$ cat src/rtl/arm_exc_seq.sv
// ARM exception entry sequencer: picks the highest-priority pending exception,
// then switches mode, saves SPSR/LR in the new bank and loads the vector PC.
module arm_exc_seq #(
    parameter int                    DATA_WIDTH  = 32,
    parameter int                    BYTES       = DATA_WIDTH / 8,
    parameter logic [DATA_WIDTH-1:0] VECTOR_BASE = '0
) (
    input  logic                  Clk,
    input  logic                  Rst,
    input  logic [5:0]            Exc_req,
    input  logic                  Exc_is_swi,
    input  logic [DATA_WIDTH-1:0] Exc_pc,
    input  logic [DATA_WIDTH-1:0] CPSR_cur,
    output logic                  Exc_ack,
    output logic                  Busy,
    output logic                  Done,
    output logic [DATA_WIDTH-1:0] CPSR_in,
    output logic                  CPSR_write_en,
    output logic [BYTES-1:0]      CPSR_byte_w_en,
    output logic [DATA_WIDTH-1:0] SPSR_in,
    output logic                  SPSR_write_en,
    output logic [BYTES-1:0]      SPSR_byte_w_en,
    output logic [3:0]            Rd_w_addr,
    output logic [DATA_WIDTH-1:0] Rd_in,
    output logic [BYTES-1:0]      Rd_byte_w_en,
    output logic [DATA_WIDTH-1:0] PC_in,
    output logic                  PC_write_en
);

    typedef enum logic [1:0] {IDLE, MODE, SAVE, VECTOR} state_t;
    typedef enum logic [2:0] {EX_RST, EX_DABT, EX_FIQ, EX_IRQ, EX_PABT, EX_UND, EX_SWI} exc_t;

    state_t                state_q, state_d;
    exc_t                  exc_q, exc_sel;
    logic [DATA_WIDTH-1:0] cpsr_q, pc_q;
    logic [5:0]            req_unmasked;
    logic                  pend;
    logic [4:0]            mode_new;
    logic                  f_new;
    logic [7:0]            vec_off;

    // I and F mask bits are only consulted here, i.e. while IDLE
    assign req_unmasked = Exc_req & ~{2'b00, CPSR_cur[6], CPSR_cur[7], 2'b00};
    assign pend         = |req_unmasked;

    always_comb begin
        exc_sel = Exc_is_swi ? EX_SWI : EX_UND;
        if      (req_unmasked[5]) exc_sel = EX_RST;
        else if (req_unmasked[4]) exc_sel = EX_DABT;
        else if (req_unmasked[3]) exc_sel = EX_FIQ;
        else if (req_unmasked[2]) exc_sel = EX_IRQ;
        else if (req_unmasked[1]) exc_sel = EX_PABT;
    end

    always_comb begin
        mode_new = 5'b10011;
        vec_off  = 8'h00;
        f_new    = cpsr_q[6];
        case (exc_q)
            EX_RST:  begin mode_new = 5'b10011; vec_off = 8'h00; f_new = 1'b1; end
            EX_DABT: begin mode_new = 5'b10111; vec_off = 8'h10; end
            EX_FIQ:  begin mode_new = 5'b10001; vec_off = 8'h1C; f_new = 1'b1; end
            EX_IRQ:  begin mode_new = 5'b10010; vec_off = 8'h18; end
            EX_PABT: begin mode_new = 5'b10111; vec_off = 8'h0C; end
            EX_UND:  begin mode_new = 5'b11011; vec_off = 8'h04; end
            EX_SWI:  begin mode_new = 5'b10011; vec_off = 8'h08; end
            default: ;
        endcase
    end

    always_ff @(posedge Clk or negedge Rst) begin
        if (!Rst) begin
            state_q <= IDLE;
            exc_q   <= EX_RST;
            cpsr_q  <= '0;
            pc_q    <= '0;
        end else begin
            state_q <= state_d;
            if (state_q == IDLE && pend) begin
                exc_q  <= exc_sel;
                cpsr_q <= CPSR_cur;
                pc_q   <= Exc_pc;
            end
        end
    end

    always_comb begin
        state_d        = state_q;
        Exc_ack        = 1'b0;
        Done           = 1'b0;
        CPSR_in        = '0;
        CPSR_write_en  = 1'b0;
        CPSR_byte_w_en = '0;
        SPSR_in        = '0;
        SPSR_write_en  = 1'b0;
        SPSR_byte_w_en = '0;
        Rd_w_addr      = '0;
        Rd_in          = '0;
        Rd_byte_w_en   = '0;
        PC_in          = '0;
        PC_write_en    = 1'b0;
        case (state_q)
            IDLE: begin
                // ack is combinational, so gate it so nothing escapes during reset
                Exc_ack = pend & Rst;
                if (pend) state_d = MODE;
            end
            MODE: begin
                CPSR_write_en  = 1'b1;
                CPSR_byte_w_en = BYTES'(1);
                CPSR_in        = cpsr_q;
                CPSR_in[7:0]   = {1'b1, f_new, 1'b0, mode_new};
                state_d        = SAVE;
            end
            SAVE: begin
                SPSR_in   = cpsr_q;
                Rd_w_addr = 4'd14;
                Rd_in     = pc_q + DATA_WIDTH'(exc_q == EX_DABT ? 8 : 4);
                if (exc_q != EX_RST) begin
                    SPSR_write_en  = 1'b1;
                    SPSR_byte_w_en = '1;
                    Rd_byte_w_en   = '1;
                end
                state_d = VECTOR;
            end
            VECTOR: begin
                PC_write_en = 1'b1;
                PC_in       = VECTOR_BASE | DATA_WIDTH'(vec_off);
                Done        = 1'b1;
                state_d     = IDLE;
            end
            default: state_d = IDLE;
        endcase
    end

    assign Busy = (state_q != IDLE);

endmodule

$ cat config.mk
export PLATFORM = sky130hd
export DESIGN_NAME = arm_exc_seq
export DESIGN_NICKNAME = d
export VERILOG_FILES = /design/src/rtl/arm_exc_seq.sv
export SDC_FILE = /design/constraint.sdc
export NUM_CORES = 1
export LEC_CHECK = 0
export ABC_AREA = 1
export CAP_MARGIN = 10
export CORE_ASPECT_RATIO = 1.5
export CORE_UTILIZATION = 30
export DETAILED_ROUTE_END_ITERATION = 8
export GPL_TIMING_DRIVEN = 0
export PLACE_DENSITY = 0.67
export SLEW_MARGIN = 25
export SYNTH_ARGS = -nofsm -noshare
export SYNTH_HDL_FRONTEND = slang
export SYNTH_SLANG_ARGS = --single-unit
$ cat constraint.sdc
create_clock -name Clk -period 5.9 [get_ports Clk]
set_clock_uncertainty 0.05 [all_clocks]
set_input_delay 1.18 -clock Clk [delete_from_list [all_inputs] [get_ports Clk]]
set_output_delay 1.18 -clock Clk [all_outputs]
set_load 0.03 [all_outputs]
======== Word level (Yosys, flattened, before mapping) ========
Index checks and enable logic that the tools add are counted.
storage, ports and cells
  logic and storage cells ................. 51
  bits in registers ....................... 69
  input port bits ......................... 73
operators by class
  bitwise operators ....................... 3
  eq/ne operators ......................... 10
  add/sub/neg operators ................... 1
  reduce and logical (&&, ||, !) cells .... 8
  multiplexer cells ....................... 25
operators by type and width
  kind                                                             count
  32-bit two-way mux                                               3
  32-bit by 4-bit adder with 32-bit output                         1
  5-bit case mux with 6 select lines                               1
  4-bit two-way mux                                                4
  4-bit case mux with 4 select lines                               1
  3-bit two-way mux                                                4
  3-bit == test, second input constant                             3
  8-bit two-way mux                                                1
  2-bit case mux with 4 select lines                               1
  1-bit two-way mux                                                7
  6-bit AND                                                        1
  3-bit by 2-bit == test with 1-bit output, second input constant  2
  2-bit two-way mux                                                3
  4-bit inverter with 6-bit output                                 1
  6-bit OR reduction                                               1
  2-bit == test, second input constant                             2
  2-bit OR reduction                                               2
  3-bit by 1-bit == test with 1-bit output, second input constant  1
  3-bit logical NOT                                                1
  3-bit nonzero test                                               1
  2-bit by 1-bit == test with 1-bit output, second input constant  1
  2-bit logical NOT                                                1
  2-bit inequality test, second input constant                     1
  2-bit nonzero test                                               1
  2 further kinds                                                  2

======== Logic depth before layout (Yosys ltp) ========
  depth in word-level cells ............... 7
  gate-level depth with buffers ........... 13

======== Least setup slack after synthesis ========
No wires, ideal clock.
  kind .................................... register to output
  start ................................... register state_q[0]
  end ..................................... output Rd_byte_w_en[0]
  cell stages (with the launch flop) ...... 7
  arrival ................................. 2.280 ns
  slack ................................... 2.390 ns
  path through ............................ dfrtp_1 -> inv_1 -> ha_1 -> clkbuf_1 -> inv_1 -> a21oi_1 -> buf_4
between the ends
  cells in the longest elaborated chain, start to end .. 2
ends and longest elaborated chain
  item                    line  text
  from (decl)             33    state_t state_q, state_d;
  from (signal assigned)  78    state_q <= state_d;
  2-bit == test           102   case (state_q)
  4-bit two-way mux       102
  to (decl)               25    output logic [BYTES-1:0] Rd_byte_w_en,
Every way passes these cells.

======== Final worst setup path ========
  start ................................... register state_q[0]
  end ..................................... output Rd_byte_w_en[1]
The elaborated chain is that of the path after synthesis.

==> results.json <==
{
  "grtUsageMet1_pct": 20.3,
  "seqCellArea_um2": 1730,
  "yosysWarnings": 0,
  "place_area_um2": 6990,
  "place_ws_ps": 1520,
  "via_per_inst": 4.19,
  "design_area_um2": 7290,
  "dp_cells": 1147,
  "synth_top_area_share_pct": 36.7,
  "cts-resized-gates": 0,
  "rows": 55,
  "finalCritPeriodShare_pct": 74.6,
  "hold_viol": 0,
  "grt_pass1_wl_mm": 24.2,
  "cts_sinks": 69,
  "cts_tree": "built",
  "arrival_ps": 3170,
  "clk_latency_ps": 330,
  "cap_violations": 0,
  "synth_flop_cell": "dfrtp_1",
  "switching_share_pct": 50.0,
  "critPathLaunchType": "flip-flop",
  "p_switching_uw": 2000,
  "setup_tns_ps": 0,
  "avgSynthCellArea_um2": 6.49,
  "tightest_slew_ps": 738,
  "route.detailed.drc": 0,
  "rsz0062_at_grt": "no",
  "slew_headroom_pct": 50.8,
  "p_per_area_nw_per_um2": 549,
  "p_seq_share_pct": 23.3,
  "internal_power_uw": 2000,
  "drt_wl_total_mm": 15.4,
  "critical_path_class": "reg2out",
  "yosys-top-cells-count": "nand2_1 (305), inv_1 (107), dfrtp_1 (69)",
  "cts_buffer_depth": 2,
  "area_growth_pct": 54.9,
  "status": "completed",
  "post_cts_buffers": 0,
  "core_area_um2": 15200,
  "syn_area_um2": 4710,
  "p_clk_share_pct": 14.2,
  "final_max_slew_viol_count": 0,
  "portBuffers": 188,
  "combinationalPowerShare_pct": 62.5,
  "grtUsageMet3_pct": 5.24,
  "cts.clk_slew.worst_paths_ps": 70,
  "antenna_cells": 0,
  "setup_ws_ps": 1500,
  "synth.distinct_cells": 27,
  "ios": 223,
  "p_leak_uw": 0.00385,
  "multi_input_area_um2": 2180,
  "worst-path-max-fanout": 9,
  "setup_viol": 0,
  "yosysMostFrequentCell": "nand2_1",
  "drt_iter0_markers": 157,
  "cp_data_required_time_ps": 4670,
  "cts.htree.levels": 3,
  "gr-total-overflow": 0,
  "finalCriticalPeriod_ps": 4400,
  "synth_async_sr_flop_share_pct": 100,
  "layout.cells.non_filler": 1163,
  "ys_ff_latch": 69,
  "numCtsBuffers": 9,
  "gr-usage-met2_pct": 36.6,
  "final_core_util_pct": 48.0,
  "hold_buffers": 0,
  "grt_max_degree": 50,
  "seq_area_frac_synth_pct": 36.7,
  "place_congestion": 0.925,
  "die_w_um": 104,
  "nFillCells": 1557,
  "drt-pass1-iter-count": 4,
  "dr_total_vias": 4870,
  "antenna_found_initial": 0,
  "drive_above_1_share_pct": 10.3,
  "cp-end-kind": "output pin",
  "synth_edf_count": 0,
  "start_util_pct": 31.0,
  "hp-class": "reg2reg",
  "grt_pass1_vias": 4780,
  "wire_per_inst_um": 13.2,
  "die_area_um2": 16200,
  "synth_area_leaders": "dfrtp_1 (37%), nand2_1 (24%), inv_1 (8.5%), buf_4 (8.4%), nor2_1 (5.0%)",
  "synth_cells": 726,
  "dpl.hpwl_mm": 12.2,
  "cts-root-buf": "clkbuf_16",
  "finalNetCount": 1039,
  "track_usage_pct": 19.4,
  "die_h_um": 155,
  "yosysTopAreaCell": "dfrtp_1",
  "max-vdd-ir-drop_uv": 252,
  "grt_busiest_layer": "met2",
  "timing.fmax_mhz": 227,
  "ant_nets": 0
}
## stage by stage
| step | hold slack [ps] | power [µW] |
|---|---|---|
| after floorplan | 392 | 2480 |
| after global placement | 406 | 3450 |
| after detailed placement | 408 | 3470 |
| after CTS | 426 | 4050 |
| after global routing | 447 | 4310 |
| final | 423 | 4010 |
## power groups by stage
stage / Clock (µW) / Combinational (µW) / Sequential [µW]
global route: 604 / 2740 / 966
global placement: 0 / 2520 / 932
detailed placement: 0 / 2540 / 936
finish: 570 / 2510 / 932
floorplan: 0 / 1610 / 871
CTS: 580 / 2540 / 930
## worst max-delay path, stage by stage (launching register included)
cell             delay, ps
dfrtp_1                400
inv_1                  110
ha_1                   250
clkbuf_1               350
inv_1                  220
a21oi_1                620
buf_4                  220
clkdlybuf4s50_1        670
## final timing paths
kind	startpoint	to	slack [ps]	cells past startpoint
min in group asynchronous	Rst	pc_q[11]$_DFFE_PN0P_	690	1
max reg2reg	state_q[0]$_DFFE_PN0P_	pc_q[15]$_DFFE_PN0P_	4130	7
min reg2reg	cpsr_q[0]$_DFFE_PN0P_	cpsr_q[0]$_DFFE_PN0P_	420	2
min	cpsr_q[0]$_DFFE_PN0P_	cpsr_q[0]$_DFFE_PN0P_	420	2
max	state_q[0]$_DFFE_PN0P_	Rd_byte_w_en[1]	1500	7
max in group asynchronous	Rst	cpsr_q[17]$_DFFE_PN0P_	4550	2
## cell type report
class / count / area share [%]
multi-input cells: 510 / 29.9
clock buffers: 9 / 3.09
plain buffers: 72 / 7.10
flip-flops and latches: 69 / 23.7
well taps: 199 / 3.41
clock inverters: 7 / 1.10
inverters: 108 / 5.56
repair buffers: 189 / 26.1
## sequential cells by signal, summed over array words and instances (netlist names)
register,flops
state_q,2
cpsr_q,32
exc_q,3
pc_q,32
## layout by cell type, fill, tap and decap left out, drive strengths merged
cell,count
dfrtp,69
nor2,71
nand4,1
nand2,313
o21ai,33
a211oi,1
bufinv,1
and2,1
inv,112
o21a,1
a21oi,21
clkinvlp,2
clkdlybuf4s50,187
clkbuf,19
xor2,1
fa,1
nor3,6
buf,64
nand3,19
conb,34
nand3b,1
ha,6
## routing by layer
layer	vias to the layer above	routed length, µm	share of wire (%)
li1	2543	-	-
met1	2125	5800	38
met2	182	8030	52
met3	20	1250	8.1
met4	0	313	2.0
met5	-	0	0
## logic make-up after synthesis
family | share of synthesized area, %
other | 0.0796
xor gates and xnor gates | 0.186
DFF | 36.7
buffers and inverters | 19.6
adders and majority gates | 2.02
and+or+nand+nor | 35.3
AOI/OAI and AO/OA | 6.14
Note: power is estimated with default switching activity, not from simulation.
